## src/rtl/nios_flit_mmio_bridge_if.sv

```systemverilog
// Avalon-MM slave bus between the Nios II data master and the flit bridge, plus the level interrupt.
interface nios_flit_mmio_bridge_if #(
  parameter int CH_BITS = 1
) ();
  logic [CH_BITS+2:0] address;
  logic               read;
  logic [31:0]        readdata;
  logic               write;
  logic [31:0]        writedata;
  logic               waitrequest;
  logic               irq;

  modport slave (
    input  address, read, write, writedata,
    output readdata, waitrequest, irq
  );

  modport master (
    output address, read, write, writedata,
    input  readdata, waitrequest, irq
  );
endinterface

```

## src/rtl/nios_flit_mmio_bridge.sv

```systemverilog
// Avalon-MM slave fronting NUM_CH flit channels: a 1-entry TX buffer and an RX FIFO per channel.
// Reads return data 1 cycle later; waitrequest stalls only a TXDATA write while that TX buffer is full.
module nios_flit_mmio_bridge #(
  parameter int NUM_CH   = 2,
  parameter int FLIT_W   = 32,
  parameter int RX_DEPTH = 8,
  parameter int CH_BITS  = 1
) (
  input  logic                     clk,
  input  logic                     rst,
  nios_flit_mmio_bridge_if.slave   bus,
  output logic [NUM_CH*FLIT_W-1:0] put_flit,
  output logic [NUM_CH-1:0]        en_put,
  input  logic [NUM_CH-1:0]        rdy_put,
  output logic [NUM_CH-1:0]        en_get,
  input  logic [NUM_CH*FLIT_W-1:0] get_flit,
  input  logic [NUM_CH-1:0]        rdy_get
);
  localparam int PW = $clog2(RX_DEPTH);
  localparam int CW = PW + 1;

  localparam logic [2:0] REG_STATUS = 3'd0;
  localparam logic [2:0] REG_TXDATA = 3'd1;
  localparam logic [2:0] REG_RXDATA = 3'd2;
  localparam logic [2:0] REG_IRQ_EN = 3'd3;
  localparam logic [2:0] REG_CLEAR  = 3'd4;

  typedef enum logic {TX_EMPTY, TX_FULL} tx_state_t;

  logic [CH_BITS-1:0] ch_sel;
  logic [2:0]         reg_sel;
  logic               ch_ok;
  logic [NUM_CH-1:0]  sel_v;
  logic [NUM_CH-1:0]  wait_ch;
  logic [NUM_CH-1:0]  irq_ch;
  logic [31:0]        rd_word [NUM_CH];
  logic [31:0]        rd_mux;

  assign ch_sel  = bus.address[CH_BITS+2:3];
  assign reg_sel = bus.address[2:0];
  assign ch_ok   = int'(ch_sel) < NUM_CH;

  for (genvar c = 0; c < NUM_CH; c++) begin : g_ch
    tx_state_t          tx_state, tx_next;
    logic [FLIT_W-1:0]  tx_buf;
    logic               tx_load, tx_stall, put_en, wr_tx;
    logic [FLIT_W-1:0]  rx_mem [RX_DEPTH];
    logic [PW-1:0]      rx_head, rx_tail;
    logic [CW-1:0]      rx_count;
    logic               push, pop, rd_rx, rx_any, clr;
    logic               underflow, busy_seen;
    logic [2:0]         irq_en;
    logic [31:0]        status, word;

    assign sel_v[c] = ch_ok && (ch_sel == CH_BITS'(c));
    assign wr_tx    = bus.write && sel_v[c] && (reg_sel == REG_TXDATA);
    assign rd_rx    = bus.read  && sel_v[c] && (reg_sel == REG_RXDATA);
    assign clr      = bus.write && sel_v[c] && (reg_sel == REG_CLEAR);
    assign rx_any   = (rx_count != '0);

    always_ff @(posedge clk or posedge rst) begin
      if (rst) tx_state <= TX_EMPTY;
      else     tx_state <= tx_next;
    end

    // A stalled write only lands once the buffer has been observed EMPTY for a cycle.
    always_comb begin
      tx_next  = tx_state;
      tx_load  = 1'b0;
      tx_stall = 1'b0;
      put_en   = 1'b0;
      case (tx_state)
        TX_EMPTY: if (wr_tx) begin
          tx_load = 1'b1;
          tx_next = TX_FULL;
        end
        TX_FULL: begin
          put_en   = rdy_put[c];
          tx_stall = wr_tx;
          if (rdy_put[c]) tx_next = TX_EMPTY;
        end
        default: tx_next = TX_EMPTY;
      endcase
    end

    always_ff @(posedge clk or posedge rst) begin
      if (rst)          tx_buf <= '0;
      else if (tx_load) tx_buf <= bus.writedata[FLIT_W-1:0];
    end

    assign en_put[c]                    = put_en;
    assign put_flit[c*FLIT_W +: FLIT_W] = tx_buf;
    assign wait_ch[c]                   = tx_stall;

    assign push      = ~rst && rdy_get[c] && (rx_count < CW'(RX_DEPTH));
    assign pop       = rd_rx && rx_any;
    assign en_get[c] = push;

    always_ff @(posedge clk) begin
      if (push) rx_mem[rx_tail] <= get_flit[c*FLIT_W +: FLIT_W];
    end

    always_ff @(posedge clk or posedge rst) begin
      if (rst) begin
        rx_head  <= '0;
        rx_tail  <= '0;
        rx_count <= '0;
      end else begin
        if (push) rx_tail <= rx_tail + 1'b1;
        if (pop)  rx_head <= rx_head + 1'b1;
        rx_count <= rx_count + CW'(push) - CW'(pop);
      end
    end

    // Setting a sticky flag wins over a CLEAR landing in the same cycle.
    always_ff @(posedge clk or posedge rst) begin
      if (rst) begin
        underflow <= 1'b0;
        busy_seen <= 1'b0;
        irq_en    <= '0;
      end else begin
        if (clr && bus.writedata[3]) underflow <= 1'b0;
        if (rd_rx && !rx_any)        underflow <= 1'b1;
        if (clr && bus.writedata[4]) busy_seen <= 1'b0;
        if (tx_stall)                busy_seen <= 1'b1;
        if (bus.write && sel_v[c] && (reg_sel == REG_IRQ_EN)) irq_en <= bus.writedata[2:0];
      end
    end

    assign status = {17'b0, 7'(rx_count), 3'b0, busy_seen, underflow,
                     (rx_count == CW'(RX_DEPTH)), rx_any, (tx_state == TX_EMPTY)};

    always_comb begin
      word = '0;
      case (reg_sel)
        REG_STATUS: word = status;
        REG_RXDATA: word = rx_any ? 32'(rx_mem[rx_head]) : 32'd0;
        REG_IRQ_EN: word = {29'b0, irq_en};
        default:    word = '0;
      endcase
    end

    assign rd_word[c] = word;
    assign irq_ch[c]  = (irq_en[0] && rx_any) || (irq_en[1] && (tx_state == TX_EMPTY)) ||
                        (irq_en[2] && (underflow || busy_seen));
  end

  assign bus.waitrequest = |wait_ch;

  always_comb begin
    rd_mux = '0;
    for (int c = 0; c < NUM_CH; c++) begin
      if (sel_v[c]) rd_mux = rd_word[c];
    end
  end

  always_ff @(posedge clk or posedge rst) begin
    if (rst) begin
      bus.readdata <= '0;
      bus.irq      <= 1'b0;
    end else begin
      if (bus.read) bus.readdata <= rd_mux;
      bus.irq <= |irq_ch;
    end
  end
endmodule

```

## src/flat_wrapper.sv

```systemverilog
// flat-port wrapper written by rule: the top's interface ports become plain ports
module nios_flit_mmio_bridge_flat 
#(
  parameter int NUM_CH   = 2,
  parameter int FLIT_W   = 32,
  parameter int RX_DEPTH = 8,
  parameter int CH_BITS  = 1
)
  (clk, rst, put_flit, en_put, rdy_put, en_get, get_flit, rdy_get, bus_address, bus_read, bus_write, bus_writedata, bus_readdata, bus_waitrequest, bus_irq);
  nios_flit_mmio_bridge_if #(.CH_BITS(CH_BITS)) bus_i ();
  input  logic clk;
  input  logic rst;
  output logic [NUM_CH*FLIT_W-1:0] put_flit;
  output logic [NUM_CH-1:0] en_put;
  input  logic [NUM_CH-1:0] rdy_put;
  output logic [NUM_CH-1:0] en_get;
  input  logic [NUM_CH*FLIT_W-1:0] get_flit;
  input  logic [NUM_CH-1:0] rdy_get;
  input wire logic [$bits(bus_i.address)-1:0] bus_address;
  input wire logic [$bits(bus_i.read)-1:0] bus_read;
  input wire logic [$bits(bus_i.write)-1:0] bus_write;
  input wire logic [$bits(bus_i.writedata)-1:0] bus_writedata;
  output wire logic [$bits(bus_i.readdata)-1:0] bus_readdata;
  output wire logic [$bits(bus_i.waitrequest)-1:0] bus_waitrequest;
  output wire logic [$bits(bus_i.irq)-1:0] bus_irq;
  assign bus_i.address = bus_address;
  assign bus_i.read = bus_read;
  assign bus_i.write = bus_write;
  assign bus_i.writedata = bus_writedata;
  assign bus_readdata = bus_i.readdata;
  assign bus_waitrequest = bus_i.waitrequest;
  assign bus_irq = bus_i.irq;
  nios_flit_mmio_bridge #(.NUM_CH(NUM_CH), .FLIT_W(FLIT_W), .RX_DEPTH(RX_DEPTH), .CH_BITS(CH_BITS)) u_core (.clk(clk), .rst(rst), .bus(bus_i), .put_flit(put_flit), .en_put(en_put), .rdy_put(rdy_put), .en_get(en_get), .get_flit(get_flit), .rdy_get(rdy_get));
endmodule
```

## config.mk

```make
export PLATFORM = sky130hd
export DESIGN_NAME = nios_flit_mmio_bridge_flat
export DESIGN_NICKNAME = d
export VERILOG_FILES = /design/src/rtl/nios_flit_mmio_bridge_if.sv /design/src/rtl/nios_flit_mmio_bridge.sv /design/src/flat_wrapper.sv
export SDC_FILE = /design/constraint.sdc
export NUM_CORES = 1
export LEC_CHECK = 0
export ABC_AREA = 1
export ABC_CLOCK_PERIOD_IN_PS = 6620
export CORE_MARGIN = 5
export CORE_UTILIZATION = 55
export CTS_CLUSTER_DIAMETER = 60
export DETAILED_ROUTE_END_ITERATION = 8
export PLACE_DENSITY = 0.76
export SLEW_MARGIN = 20
export SYNTH_ARGS = -nofsm -noshare
export SYNTH_HDL_FRONTEND = slang
export SYNTH_SLANG_ARGS = --single-unit
```

## constraint.sdc

```tcl
create_clock -name clk -period 6.62 [get_ports clk]
set_input_delay 1.324 -clock clk [delete_from_list [all_inputs] [get_ports clk]]
set_output_delay 1.324 -clock clk [all_outputs]
set_load 0.05 [all_outputs]
```

**Word-level counts from Yosys, hierarchy flattened**

Memory sizes are Yosys's and may differ from the RTL's.
Index checks and enable logic that the tools add are counted.

- Memory bits (writable): 512
- Word-level logic and storage cells: 116
- Output and inout port bits: 102
- Flip-flop bits (word level): 129
- Memories kept: 2

Memories:

| name | depth | bits a word | rd ports | clocked after Yosys merged registers in | wr ports | line | text |
|---|---|---|---|---|---|---|---|
| u_core.g_ch[0].rx_mem | 8 | 32 | 1 | 0 | 1 | nios_flit_mmio_bridge.sv:47 | `logic [FLIT_W-1:0] rx_mem [RX_DEPTH];` |
| u_core.g_ch[1].rx_mem | 8 | 32 | 1 | 0 | 1 | nios_flit_mmio_bridge.sv:47 |  |

- Muxes and demuxes: 29
- $lt $le $gt $ge: 2
- Bitwise gates (word level): 4
- Add/subtract/negate cells: 8
- Reductions and logical operators: 47
- Equal/unequal tests: 6

Operators with widths:

| kind | count |
|---|---|
| 32-bit case mux with 3 select lines | 2 |
| 32-bit 2-to-1 mux | 3 |
| 1-bit logical AND | 30 |
| 1-bit 2-to-1 mux | 22 |
| 3-bit by 1-bit adder with 3-bit output (second input constant) | 4 |
| 4-bit by 1-bit adder with 4-bit output | 2 |
| 4-bit == test (second input constant) | 2 |
| 4-bit less-than comparator (second input constant) | 2 |
| 2-bit nonzero test | 4 |
| 4-bit nonzero test | 2 |
| 4-bit by 1-bit subtractor with 4-bit output | 2 |
| 3-bit by 2-bit == test with 1-bit output (second input constant) | 2 |
| 1-bit logical OR | 6 |
| 1-bit inverter | 4 |
| 1-bit case mux with 2 select lines | 2 |
| 2-bit OR reduction | 2 |
| 3-bit by 1-bit == test with 1-bit output (second input constant) | 1 |
| 3-bit == test (second input constant) | 1 |
| 3-bit zero test | 1 |
| 1-bit zero test | 2 |

**Longest topological paths before layout**

Gate-level depths: netlist of run 1.

- Word-level depth: 6
- Gate-level depth with buffers: 13
- Mapped depth without buffers: 12

**Worst setup path after synthesis of run 1**

Ideal clock, no wire load.

- Path kind: in2reg
- From: input rst
- To: memory u_core.g_ch[0].rx_mem[2][0] (enable)
- Data required time: 6,159 ps
- Stages on the path: 4
- Library setup time: 461 ps
- Data arrival time: 7,051 ps
- Setup slack: -892 ps
- Cells stage by stage: inv_1 > nand3_1 > or2_2 > nor3_1

- Word-level cells in the longest chain between the ends: 5

RTL lines:

| element | line | text |
|---|---|---|
| start: declaration | flat_wrapper.sv:12 | `input logic rst;` |
| 1-bit inverter | nios_flit_mmio_bridge.sv:95 | `assign push = ~rst && rdy_get[c] && (rx_count < CW'(RX_DEPTH));` |
| 1-bit logical AND (2 in series) | nios_flit_mmio_bridge.sv:95 |  |
| 1-bit 2-to-1 mux | nios_flit_mmio_bridge.sv:100 | `if (push) rx_mem[rx_tail] <= get_flit[c*FLIT_W +: FLIT_W];` |
| 1-bit 2-to-1 mux (not written as such) | nios_flit_mmio_bridge.sv:100 |  |
| end: declaration | nios_flit_mmio_bridge.sv:47 |  |

No other way between the ends.

**Worst setup path after layout of run 1**

- From: input bus_address[3]
- To: output bus_waitrequest

- Word-level cells in the longest chain between the ends: 5
- Elaborated cells between the ends (all ways): 8
- Those cells by class: mux: 2; bitwise: 1; reduce/logical: 5

RTL lines:

| element | line | text |
|---|---|---|
| start: declaration | flat_wrapper.sv:19 | `input wire logic [$bits(bus_i.address)-1:0] bus_address;` |
| 1-bit inverter | nios_flit_mmio_bridge.sv:55 | `assign sel_v[c] = ch_ok && (ch_sel == CH_BITS'(c));` |
| 1-bit logical AND (2 in series) | nios_flit_mmio_bridge.sv:56 | `assign wr_tx = bus.write && sel_v[c] && (reg_sel == REG_TXDATA);` |
| 1-bit 2-to-1 mux | nios_flit_mmio_bridge.sv:72 | `case (tx_state)` |
| 2-bit OR reduction (*) | nios_flit_mmio_bridge.sv:148 | `assign bus.waitrequest = \|wait_ch;` |
| end: declaration | flat_wrapper.sv:24 | `output wire logic [$bits(bus_i.waitrequest)-1:0] bus_waitrequest;` |

Every way passes the cells marked *; elsewhere a longest branch is shown, timed or not.

==> results by stage, run 1 <==
STA:
- Adding up every negative setup slack in the final design gives 0 ps.
- The count of final max-slew check failures came to 0.
- For the finished layout, the period the worst path requires is 4850 ps.
- Setup repair after global routing left no endpoint under its margin.
- On the final layout, the worst hold slack is 486 ps.
- The period utilization is 0.732.
- Across the routed clock network, the largest skew measured is 32.1 ps.
- The count of final hold-check violations is 0.
- The maximum frequency from static timing analysis is 0.206 GHz.
- In this run the tightest slew margin relative to its limit is 0.324.
- Setup violations remaining at the end of the flow were counted as 0.
- The worst-margin pin slew is 1010 ps.

Logic synthesis:
- In this run, distinct cell masters in the synthesized netlist total 39.
- The share of synthesized area in the top cell type comes to 0.594.
- The share of the Yosys chip area taken by registers is 0.719.
- Yosys mapped a number of flops with a built-in enable equal to 512.
- Counting every instance in the synthesized netlist gives 2156.
- Among all flip-flop cells after synthesis, the most frequent one is sky130_fd_sc_hd__edfxtp_1.
- The yosys synthesis warning count is 0.
- Counting every net in the synthesized netlist gives 2282.
- The post-synthesis register bit count is 641.
- The biggest area contributor in the post-synthesis netlist is sky130_fd_sc_hd__edfxtp_1.
- After synthesis, the cell types taking the most area are sky130_fd_sc_hd__edfxtp_1 59%, sky130_fd_sc_hd__dfrtp_1 12%, sky130_fd_sc_hd__nor2_1 5.6%.
- The area of the mapped netlist is 0.0259 sq mm.
- In this run the mean area of a mapped cell was 12.0 sq um.
- For this run, asynchronously set or reset flops after synthesis account for 0.201.

Setup path:
- The path type of the worst setup path is in2out.
- The maximum net fanout on the critical path is 14.
- At the worst endpoint, the required time is 5300 ps.
- The reg-to-reg critical path endpoint is u_core.bus.readdata[1].
- The category of the worst setup path capture point is an output port.
- The startpoint type of the worst setup path is an input port.
- The worst register-to-register path has a setup slack of 3680 ps.
- The number of cells traversed by the worst register-to-register path is 12.
- The launch instance of the worst register-to-register path is u_core.g_ch[1].rx_head[0].
- The arrival time at the worst endpoint is 3520 ps.

Floorplanning:
- Measured along the x axis, the die boundary spans 227 microns.
- The placeable core region is 0.0466 sq mm.
- 210 I/O pins were placed.
- The overall die area is 0.0515 sq mm.
- For this configuration, the core starts out at a cell density of 0.556.
- The vertical extent of the die is 227 microns.
- The initialized floorplan defines 79 standard-cell rows.

Detailed routing:
- The post-detailed-route DRC marker count is 0.
- The routed layout has 17200 vias.
- The detail-routed via count per cell is 5.74.
- The remaining antenna violation count is 0.
- The number of detailed-routing iterations run before antenna repair is 5.
- The wire length per cell is 20.7 microns.
- The count of routing violations after the opening detailed-route iteration is 1899.
- The final wirelength is 61800 microns.

Clock tree:
- The tree is rooted in a sky130_fd_sc_hd__clkbuf_16.
- The clock latency reported for the late side of the worst-skew pair is 630 ps.
- The count of hold-fix buffers inserted at cts is 0.
- In this run, CTS created clock tree buffers numbering 61.
- CTS built an H-tree with a depth of 2.
- The number of post-CTS setup repair buffers is 0.
- TritonCTS built the clock tree.
- No sink is reached through more buffers than the 3 on the longest clock path.
- The clock net sink count is 641.
- The post-cts resize count is 0.
- After clock tree synthesis, the clock-pin slew on the worst setup and hold paths is 60 ps.

Global routing:
- The largest net degree at the start of global routing is 121.
- The via count of the first global-routing pass is 16800.
- The all-layer global routing usage is 0.234.
- The initial antenna violation count is 2.
- The leftover overflow at the end of global routing is 0.
- The first-pass GRT wire length is 93800 microns.

Hold path:
- The type of the worst min-delay path is reg2reg.
- The cell count of the worst hold path is 2.
- The launch point of the worst hold path is u_core.g_ch[0].tx_buf[28].
- The end of the worst hold path is u_core.g_ch[0].tx_buf[28].

Final layout:
- Compared with the post-synthesis result, the final layout area differs by 17.0%.
- The most frequent standard cell in the layout excluding fill and tap cells is sky130_fd_sc_hd__edfxtp_1.
- In the final layout, the multi-input gates occupy 0.00635 sq mm.
- The post-route standard cell area excluding fillers is 0.0303 sq mm.
- At the end of the flow, the number of nets in the layout was 2460.
- The top cell types in the final layout, fill and taps aside, are 512 x sky130_fd_sc_hd__edfxtp_1, 369 x sky130_fd_sc_hd__nor2_1, 312 x sky130_fd_sc_hd__nand2_1.
- The number of inserted filler cells in the final layout is 3333.
- The area used by sequential logic in the layout is 0.0186 sq mm.
- The fraction of layout instances using a drive strength above 1 is 0.0688.

Run:
- Across the run, the number of max-cap violations was 0.

Placed design:
- The routability congestion estimate is 0.914.
- The area of placed instances is 0.0284 sq mm.
- Once detailed placement completed, the half-perimeter wirelength came to 35800 microns.
- The number of buffer cells added on primary ports is 209.

Power:
- VDD sags by at most 282 uV.
- Power spread over the standard cell area amounts to 391 mW/mm^2.
- The total chip power is 11.8 mW.
- The cell leakage power is 11.0 nW.

Status:
- The flow ran to the end, and the final reports show no timing, DRC or antenna violations.
sequential cells by signal (all words and copies together), names as in the netlist:
signal	flops
u_core.bus.irq	1
u_core.bus.readdata	32
u_core.g_ch.rx_count	8
u_core.g_ch.rx_mem	512
u_core.g_ch.irq_en	6
u_core.g_ch.busy_seen	2
u_core.g_ch.tx_state	2
u_core.g_ch.underflow	2
u_core.g_ch.rx_tail	6
u_core.g_ch.tx_buf	64
u_core.g_ch.rx_head	6
through the flow:
stage | cells | worst slack [ps] | util
final | 2991 | 1770 | 0.651
after detailed placement | 2878 | 1740 | 0.610
after global placement | 2878 | 1760 | 0.610
after CTS | 2990 | 1740 | 0.650
after floorplan | 2156 | 614 | -
after global routing | 2991 | 1600 | 0.651
cell families (layout without fill, tap and decap cells):
family	count (synthesis)	in the layout	share of synthesized area
simple gates	840	840	0.133
flops	641	641	0.719
compound gates	436	436	0.0946
buf+inv	211	438	0.0412
fa+ha+maj	18	18	0.00928
xor+xnor	10	10	0.00338
other cells	0	1	0
report_power, final:
part / switching, mW / leakage, nW / internal, mW / total (mW)
clock: 1.44 / 0.925 / 1.86 / 3.30
combinational: 2.43 / 3.85 / 1.12 / 3.55
sequential: 0.284 / 6.26 / 4.71 / 4.99
worst max path at each step:
stage / start / to / cells after the start
2_1_floorplan: rst / u_core.g_ch[0].rx_mem[2][0] / 4
3_3_place_gp: rst / en_get[0] / 5
3_5_place_dp: rst / en_get[0] / 5
4_1_cts: rst / en_get[0] / 5
5_1_grt: rst / en_get[0] / 5
6_report: bus_address[3] / bus_waitrequest / 5
routing by layer:
layer | global-route usage | share of wire
met1 | 0.321 | 0.40
met2 | 0.379 | 0.48
met3 | 0.0530 | 0.090
met4 | 0.0752 | 0.028
met5 | 0 | 0.00016
synthesized netlist by cell type, drive strengths merged (3+ instances only):
library cell and instances:
o21ai 319, nand3 127, o211ai 101, inv 82, edfxtp 512, or2 3
nor3 4, clkinv 3, xnor2 4, clkbuf 45, nor2 389, dfrtp 129
a21oi 10, buf 81, ha 16, nand2 314, xor2 6
final cells by class:
| cell class | count | area share |
|---|---|---|
| Clock inverter | 27 | 0.00632 |
| Timing Repair Buffer | 241 | 0.0773 |
| Tap cell | 607 | 0.0251 |
| Sequential cell | 641 | 0.615 |
| Multi-Input combinational cell | 1304 | 0.210 |
| Antenna cell | 1 | 0.0000826 |
| Clock buffer | 85 | 0.0561 |
| Inverter | 85 | 0.0108 |
critical path: stages:
cell and delay, ps:
sky130_fd_sc_hd__clkdlybuf4s50_1 720, sky130_fd_sc_hd__nor2_1 420, sky130_fd_sc_hd__nand3_1 150, sky130_fd_sc_hd__nand2_1 110
sky130_fd_sc_hd__clkdlybuf4s50_1 800
(Power assumes the default switching activity.)
==> inputs of run 2 (changes only) <==
Settings changed: ABC_CLOCK_PERIOD_IN_PS 6620 to 4700.
Clock period 6.62 ns to 4.7 ns, I/O delays scaled along.
==> run 2 against run 1 <==
  * Cell count increased by 0.37%
  * Critical endpoint unchanged
  * Register-to-register slack got worse by 2100 ps
  * Largest cell class unchanged
  * Setup slack got worse by 910 ps
  * Critical path depth unchanged
  * Cell area increased by 0.86%
  * Largest power group unchanged
==> results by stage, run 2 (synthesis gave the netlist of run 1 again) <==
Detailed routing:
- The count of routing violations after the opening detailed-route iteration is 1708 (-10%).
- The detail-routed via count per cell is 5.76 (+0.37%).
- The wire length per cell was 20.5 microns (-0.94%).
- The number of detailed-routing iterations run before antenna repair is 5 (unchanged).
- The remaining antenna violation count is 0 (unchanged).
- The final wirelength came to 61400 microns (-0.58%).
- The total number of vias is 17300 (+0.73%).
- The post-detailed-route DRC marker count is 0 (unchanged).

Global routing:
- The all-layer global routing usage is 0.234 (+0.000398).
- The leftover overflow at the end of global routing came to 0 (unchanged).
- The initial antenna violation count is 2 (unchanged).
- The first-pass GRT wire length was 93800 microns (about the same).
- The via count of the first global-routing pass is 17100 (+1.5%).
- The largest net degree at the start of global routing is 109 (-9.9%).

STA:
- The setup clock skew after layout is 16.8 ps (-15.3 ps).
- The worst relative slew slack was 0.264 (-0.0598).
- The count of final max-slew check failures came to 0 (unchanged).
- The worst-margin pin slew came to 1100 ps (+89.7 ps).
- The period utilization is 0.816.
- The post-route minimum period is 3830 ps.
- The count of final setup violators is 0 (unchanged).
- The worst hold slack is 483 ps (-3.41 ps).
- The maximum frequency from static timing analysis is 0.261 GHz.
- The count of final hold-check violations is 0 (unchanged).
- Setup repair after global routing left no endpoint under its margin.

Setup path:
- STA classifies the critical path endpoint as an output port.
- The signal on the critical path passes through clkdlybuf4s50_1, nor3_4, nand3_1, nand2_1, clkdlybuf4s50_1.
- The maximum net fanout on the critical path is 5 (-9).
- The cell with the largest stage delay on the worst path is sky130_fd_sc_hd__clkdlybuf4s50_1.
- The arrival time at the worst endpoint is 2890 ps (-630 ps).
- The family with the most delay on the worst path is buffers and inverters.
- The critical path in this run is classified as in2out.
- The most common cell type on the critical path is sky130_fd_sc_hd__clkdlybuf4s50_1.
- The required time at the endpoint of the critical path was 3760 ps (-1540 ps).
- The highest cell delay on the worst timing path was 800 ps (about the same).
- The minimum setup slack among reg-to-reg paths is 1540 ps (-2140 ps).
- The buffer and inverter count on the worst path is 2 (unchanged).
- STA classifies the critical path startpoint as an input port.

Floorplanning:
- The starting utilization of the core area is 0.556 (unchanged).
- The placeable core region was 0.0466 sq mm (unchanged).
- The vertical extent of the die is 227 microns (unchanged).
- The overall die area is 0.0515 sq mm (unchanged).
- The number of standard-cell rows in the floorplan is 79 (unchanged).
- The die width is 227 microns (unchanged).
- The number of primary I/O pins is 210 (unchanged).

Clock tree:
- The clock net sink count is 641 (unchanged).
- The number of post-CTS setup repair buffers is 0 (unchanged).
- The number of H-tree levels was 3 (+1).
- The clock latency reported for the late side of the worst-skew pair is 590 ps (-40 ps).
- TritonCTS built the clock tree.
- The CTS buffer count is 66 (+8.2%).
- The largest buffer count on any clock path is 3 (unchanged).
- The clock-pin slew on the worst setup and hold paths is 60 ps (about the same).
- The count of hold-fix buffers inserted at cts is 0 (unchanged).
- The clock root buffer is sky130_fd_sc_hd__clkbuf_16.
- The post-cts resize count is 0 (unchanged).

Placed design:
- The detailed placer's ending HPWL is 35800 microns (-0.20%).
- The number of buffer cells added on primary ports is 209 (unchanged).
- The routability congestion estimate is 0.937 (+2.5%).

Final layout:
- The flip-flop count of the largest register after layout was 512 (unchanged).
- The fraction of layout instances using a drive strength above 1 came to 0.0756 (+0.00682).
- The number of inserted filler cells in the final layout is 3308 (-0.75%).
- The net count of the finished layout is 2470 (+0.41%).
- The fraction of the core area covered by cells at the end of the flow is 0.656 (+0.00559).
- The library cell used most frequently in the layout, excluding fill and tap cells, is sky130_fd_sc_hd__edfxtp_1.
- The register containing the most flip-flops in the final layout is u_core.g_ch.rx_mem.
- The area growth from synthesis to layout is 18.0%.
- The largest registers in the layout are u_core.g_ch.rx_mem x512, u_core.g_ch.tx_buf x64, u_core.bus.readdata x32.
- The area of the multi-input gates is 0.00635 sq mm (unchanged).
- The top cell types in the final layout, fill and taps aside, are 512 x sky130_fd_sc_hd__edfxtp_1, 369 x sky130_fd_sc_hd__nor2_1, 312 x sky130_fd_sc_hd__nand2_1.
- The area used by sequential logic in the layout was 0.0186 sq mm (about the same).

Run:
- The max-cap violation count is 0 (unchanged).

Power:
- The cell leakage power is 11.2 nW (+1.4%).
- The peak ir drop on the vdd network is 340 uV (+20%).
- The power density of the placed cells is 560 mW/mm^2 (+43%).

Status:
- The run finished with clean final reports.

Hold path:
- The type of the worst min-delay path is reg2reg.
-- run 2: cell types whose count changed in the layout (fill, tap and decap cells not counted), sizes merged --
cell	previous run	this run
clkinvlp	2	4
buf	32	39
clkbuf	85	89
diode	1	2
clkdlybuf4s50	209	207
bufinv	2	4
inv	77	83
clkinv	31	22
-- run 2: layout make-up --
class                      instances  share of cell area
tap                              607              0.0249
inverter                          85              0.0107
clock inverter                    28             0.00819
sequential                       641               0.609
antenna                            2            0.000164
multi-input combinational       1304               0.208
clock buffer                      89              0.0610
timing repair buffer             246              0.0778
-- run 2: final timing paths --
path	start	endpoint	cells past startpoint
max	bus_address[1]	bus_waitrequest	5
min	u_core.g_ch[1].tx_buf[1]	u_core.g_ch[1].tx_buf[1]	2
max reg2reg	u_core.g_ch[0].rx_head[0]	u_core.bus.readdata[16]	8
min reg2reg	u_core.g_ch[1].tx_buf[1]	u_core.g_ch[1].tx_buf[1]	2
max in group asynchronous	rst	u_core.g_ch[0].rx_head[0]	4
min in group asynchronous	rst	u_core.g_ch[1].tx_buf[21]	3
-- run 2: tightest hold or removal path: cells and delay by family (launching register included) --
family	cells	cell delay, ps
flops	1	340
compound gates	1	60
simple gates	1	50
-- run 2: through the flow --
| stage | setup TNS, ps | worst slack, ps | cell area [sq um] | total power [mW] | std cells |
|---|---|---|---|---|---|
| after floorplan | -10390 | -55.3 | 25900 | 10.7 | 2156 |
| after global placement | 0 | 917 | 28400 | 11.9 | 2883 |
| after detailed placement | 0 | 899 | 28400 | 12.1 | 2883 |
| after CTS | 0 | 868 | 30500 | 17.2 | 3000 |
| after global routing | 0 | 767 | 30500 | 18.0 | 3001 |
| final | 0 | 866 | 30500 | 17.1 | 3002 |
-- run 2: power by group --
group	switching [mW]	internal [mW]	total, mW
registers	0.421	6.63	7.05
clock network	2.09	3.00	5.09
logic	3.39	1.58	4.97
total	5.90	11.2	17.1
-- run 2: per-layer routing --
metal  share of wire  track usage
met1            0.40        0.314
met2            0.48        0.382
met3           0.084       0.0494
met4           0.030       0.0938
met5         0.00023            0
==> inputs of run 3 (changes only) <==
Settings changed: ABC_CLOCK_PERIOD_IN_PS 4700 to 3400, CORE_UTILIZATION 55 to 52, PLACE_DENSITY 0.76 to 0.75.
Clock period 4.7 ns to 3.4 ns, I/O delays scaled along.
==> run 3 against run 2 <==
  * Non-clock buffer count up 13
  * Critical path depth grew 1
  * Combinational power increased by 45%
  * Clock-buffer cell count grew 5
  * Clock skew up 8.1 ps
  * Critical path type unchanged
  * Highest routed layer unchanged
==> results by stage, run 3 (synthesis gave the netlist of run 1 again) <==
Placed design:
- The pre-CTS setup slack is 373 ps (-526 ps).
- The detailed placer's ending HPWL was 37700 microns (+5.5%).
- The routability congestion estimate was 0.837 (-11%).
- The number of buffer cells added on primary ports is 209 (unchanged).
- The cell count after placement is 2953 (+2.4%).

Floorplanning:
- The number of primary I/O pins is 210 (unchanged).
- The vertical extent of the die was 233 microns (+2.7%).
- The die width is 233 microns (+2.7%).
- The overall die area was 0.0543 sq mm (+5.5%).
- The starting utilization of the core area is 0.528 (-0.0283).
- The placeable core region is 0.0491 sq mm (+5.4%).
- The number of standard-cell rows in the floorplan is 81 (+2.5%).

Status:
- The run finished with clean final reports.

Hold path:
- The launch point of the worst hold path is u_core.g_ch[1].tx_buf[2].
- For hold timing, the worst endpoint is u_core.g_ch[1].tx_buf[2].
- The cell count of the worst hold path is 2 (unchanged).
- The type of the worst min-delay path is reg2reg.

Global routing:
- The largest net degree at the start of global routing is 130 (+19%).
- The leftover overflow at the end of global routing came to 0 (unchanged).
- The via count of the first global-routing pass was 17100 (+0.39%).
- The initial antenna violation count is 1 (-1).
- The all-layer global routing usage was 0.228 (-0.00639).
- The first-pass GRT wire length is 96100 microns (+2.4%).

STA:
- The worst hold slack was 485 ps (+2.17 ps).
- The count of final max-slew check failures is 0 (unchanged).
- Setup repair after global routing left no endpoint under its margin.
- The maximum frequency from static timing analysis is 0.348 GHz.
- The count of final hold-check violations is 0 (unchanged).
- The count of final setup violators is 0 (unchanged).
- The worst setup slack after layout is 526 ps (-340 ps).
- The setup clock skew after layout is 24.9 ps (+8.08 ps).
- The worst-margin pin slew is 945 ps (-159 ps).
- The period utilization is 0.845.
- The worst relative slew slack was 0.369 (+0.105).
- Counting I/O delays and the setup requirement, the final critical path takes 2870 ps.

Run:
- The max-cap violation count is 0 (unchanged).

Setup path:
- The highest cell delay on the worst timing path was 480 ps (-320 ps).
- The maximum net fanout on the critical path is 13 (+8).
- The launch instance of the worst register-to-register path is u_core.g_ch[1].rx_count[3].
- The required time at the endpoint of the critical path came to 2720 ps (-1040 ps).
- The cell with the largest stage delay on the worst path is sky130_fd_sc_hd__clkdlybuf4s50_1.
- The number of cells traversed by the worst register-to-register path is 12 (+4).
- The category of the worst setup path capture point is an output port.
- The arrival time at the worst endpoint was 2190 ps (-700 ps).
- Traced cell by cell, the critical path runs through clkdlybuf4s50_1, buf_4, nor2_1, nand3_1, nand2_1, buf_12.
- The minimum setup slack among reg-to-reg paths is 860 ps (-680 ps).
- By startpoint and endpoint, the worst setup path is classified as in2out.
- The worst setup path is launched from an input port.
- The worst register-to-register path ends at u_core.g_ch[1].rx_count[1].

Power:
- The total chip power is 23.9 mW (+39%).
- The peak ir drop on the vdd network is 602 uV (+77%).
- The cell leakage power was 11.3 nW (+1.2%).
- The power density of the placed cells is 771 mW/mm^2 (+38%).

Final layout:
- The fraction of the core area covered by cells at the end of the flow is 0.631 (-0.0247).
- The final cell count without fillers came to 3072 (+2.3%).
- The flip-flop count of the largest register after layout is 512 (unchanged).
- The area growth from synthesis to layout is 19.7%.
- The net count of the finished layout was 2484 (+0.57%).
- The diode insertion count for antenna repair is 0 (-2).
- The area of the multi-input gates is 0.00639 sq mm (+0.55%).
- The area used by sequential logic in the layout is 0.0186 sq mm (unchanged).
- The fraction of layout instances using a drive strength above 1 is 0.0835 (+0.00783).
- The register containing the most flip-flops in the final layout is u_core.g_ch.rx_mem.
- The library cell used most frequently in the layout, excluding fill and tap cells, is sky130_fd_sc_hd__edfxtp_1.
- The largest registers in the layout are u_core.g_ch.rx_mem x512, u_core.g_ch.tx_buf x64, u_core.bus.readdata x32.
- The top cell types in the final layout, fill and taps aside, are 512 x sky130_fd_sc_hd__edfxtp_1, 369 x sky130_fd_sc_hd__nor2_1, 311 x sky130_fd_sc_hd__nand2_1.
- The number of inserted filler cells in the final layout is 3647 (+10%).

Detailed routing:
- The number of detailed-routing iterations run before antenna repair is 5 (unchanged).
- The wire length per cell came to 20.3 microns (-0.77%).
- The final wirelength is 62400 microns (+1.5%).
- The remaining antenna violation count is 0 (unchanged).
- The detail-routed via count per cell was 5.63 (-2.2%).
- The total number of vias is 17300 (+0.093%).
- The count of routing violations after the opening detailed-route iteration is 1747 (+2.3%).
- The post-detailed-route DRC marker count is 0 (unchanged).

Clock tree:
- The CTS tree is built.
- The clock root buffer is sky130_fd_sc_hd__clkbuf_16.
- The number of post-CTS setup repair buffers is 0 (unchanged).
- The number of H-tree levels is 3 (unchanged).
- The clock-pin slew on the worst setup and hold paths is 60 ps (about the same).
- The count of hold-fix buffers inserted at cts is 0 (unchanged).
- The clock net sink count came to 641 (unchanged).
- The CTS buffer count was 67 (+1.5%).
- The post-cts resize count is 0 (unchanged).
- The clock latency reported for the late side of the worst-skew pair is 590 ps (about the same).
- The largest buffer count on any clock path was 3 (unchanged).
## run 3: final cells by class
class | instances | share of cell area
clock inverters | 25 | 0.00663
repair buffers | 259 | 0.0871
well taps | 664 | 0.0268
inverters | 85 | 0.0105
flip-flops and latches | 641 | 0.601
multi-input cells | 1304 | 0.206
clock buffers | 94 | 0.0618
## run 3: stage by stage
| step | area [sq um] | TNS, ps |
|---|---|---|
| final | 31000 | 0 |
| after global routing | 31000 | 0 |
| after CTS | 31000 | 0 |
| after detailed placement | 28900 | 0 |
| after global placement | 28900 | 0 |
| after floorplan | 26000 | -189880 |
## run 3: how the worst max path moves through the flow
stage / start / to / slack [ps] / depth (start not counted)
2_1_floorplan: rst / u_core.g_ch[0].rx_count[2] / -590 / 6
3_3_place_gp: bus_address[0] / u_core.g_ch[1].rx_count[1] / 400 / 12
3_5_place_dp: bus_address[2] / u_core.g_ch[1].rx_count[1] / 370 / 12
4_1_cts: bus_address[3] / bus_waitrequest / 550 / 6
5_1_grt: bus_address[3] / bus_waitrequest / 480 / 6
6_report: bus_address[3] / bus_waitrequest / 530 / 6
## run 3: metal layers
| layer | routed length [microns] | up-vias | global-route usage |
|---|---|---|---|
| li1 | - | 7986 | - |
| met1 | 25100 | 8468 | 0.306 |
| met2 | 30500 | 734 | 0.379 |
| met3 | 5030 | 110 | 0.0467 |
| met4 | 1710 | 2 | 0.0709 |
| met5 | 7 | - | 0 |
## run 3: worst max-delay path, delay by kind of cell
kind / cells / cell delay (ps)
and+or+nand+nor: 3 / 650
buffers and inverters: 3 / 860
## run 3: where the power goes
group / switching, mW / internal, mW / leakage [nW]
clock: 2.83 / 4.15 / 1.04
sequential: 0.498 / 9.16 / 6.26
combinational: 4.91 / 2.31 / 4.02
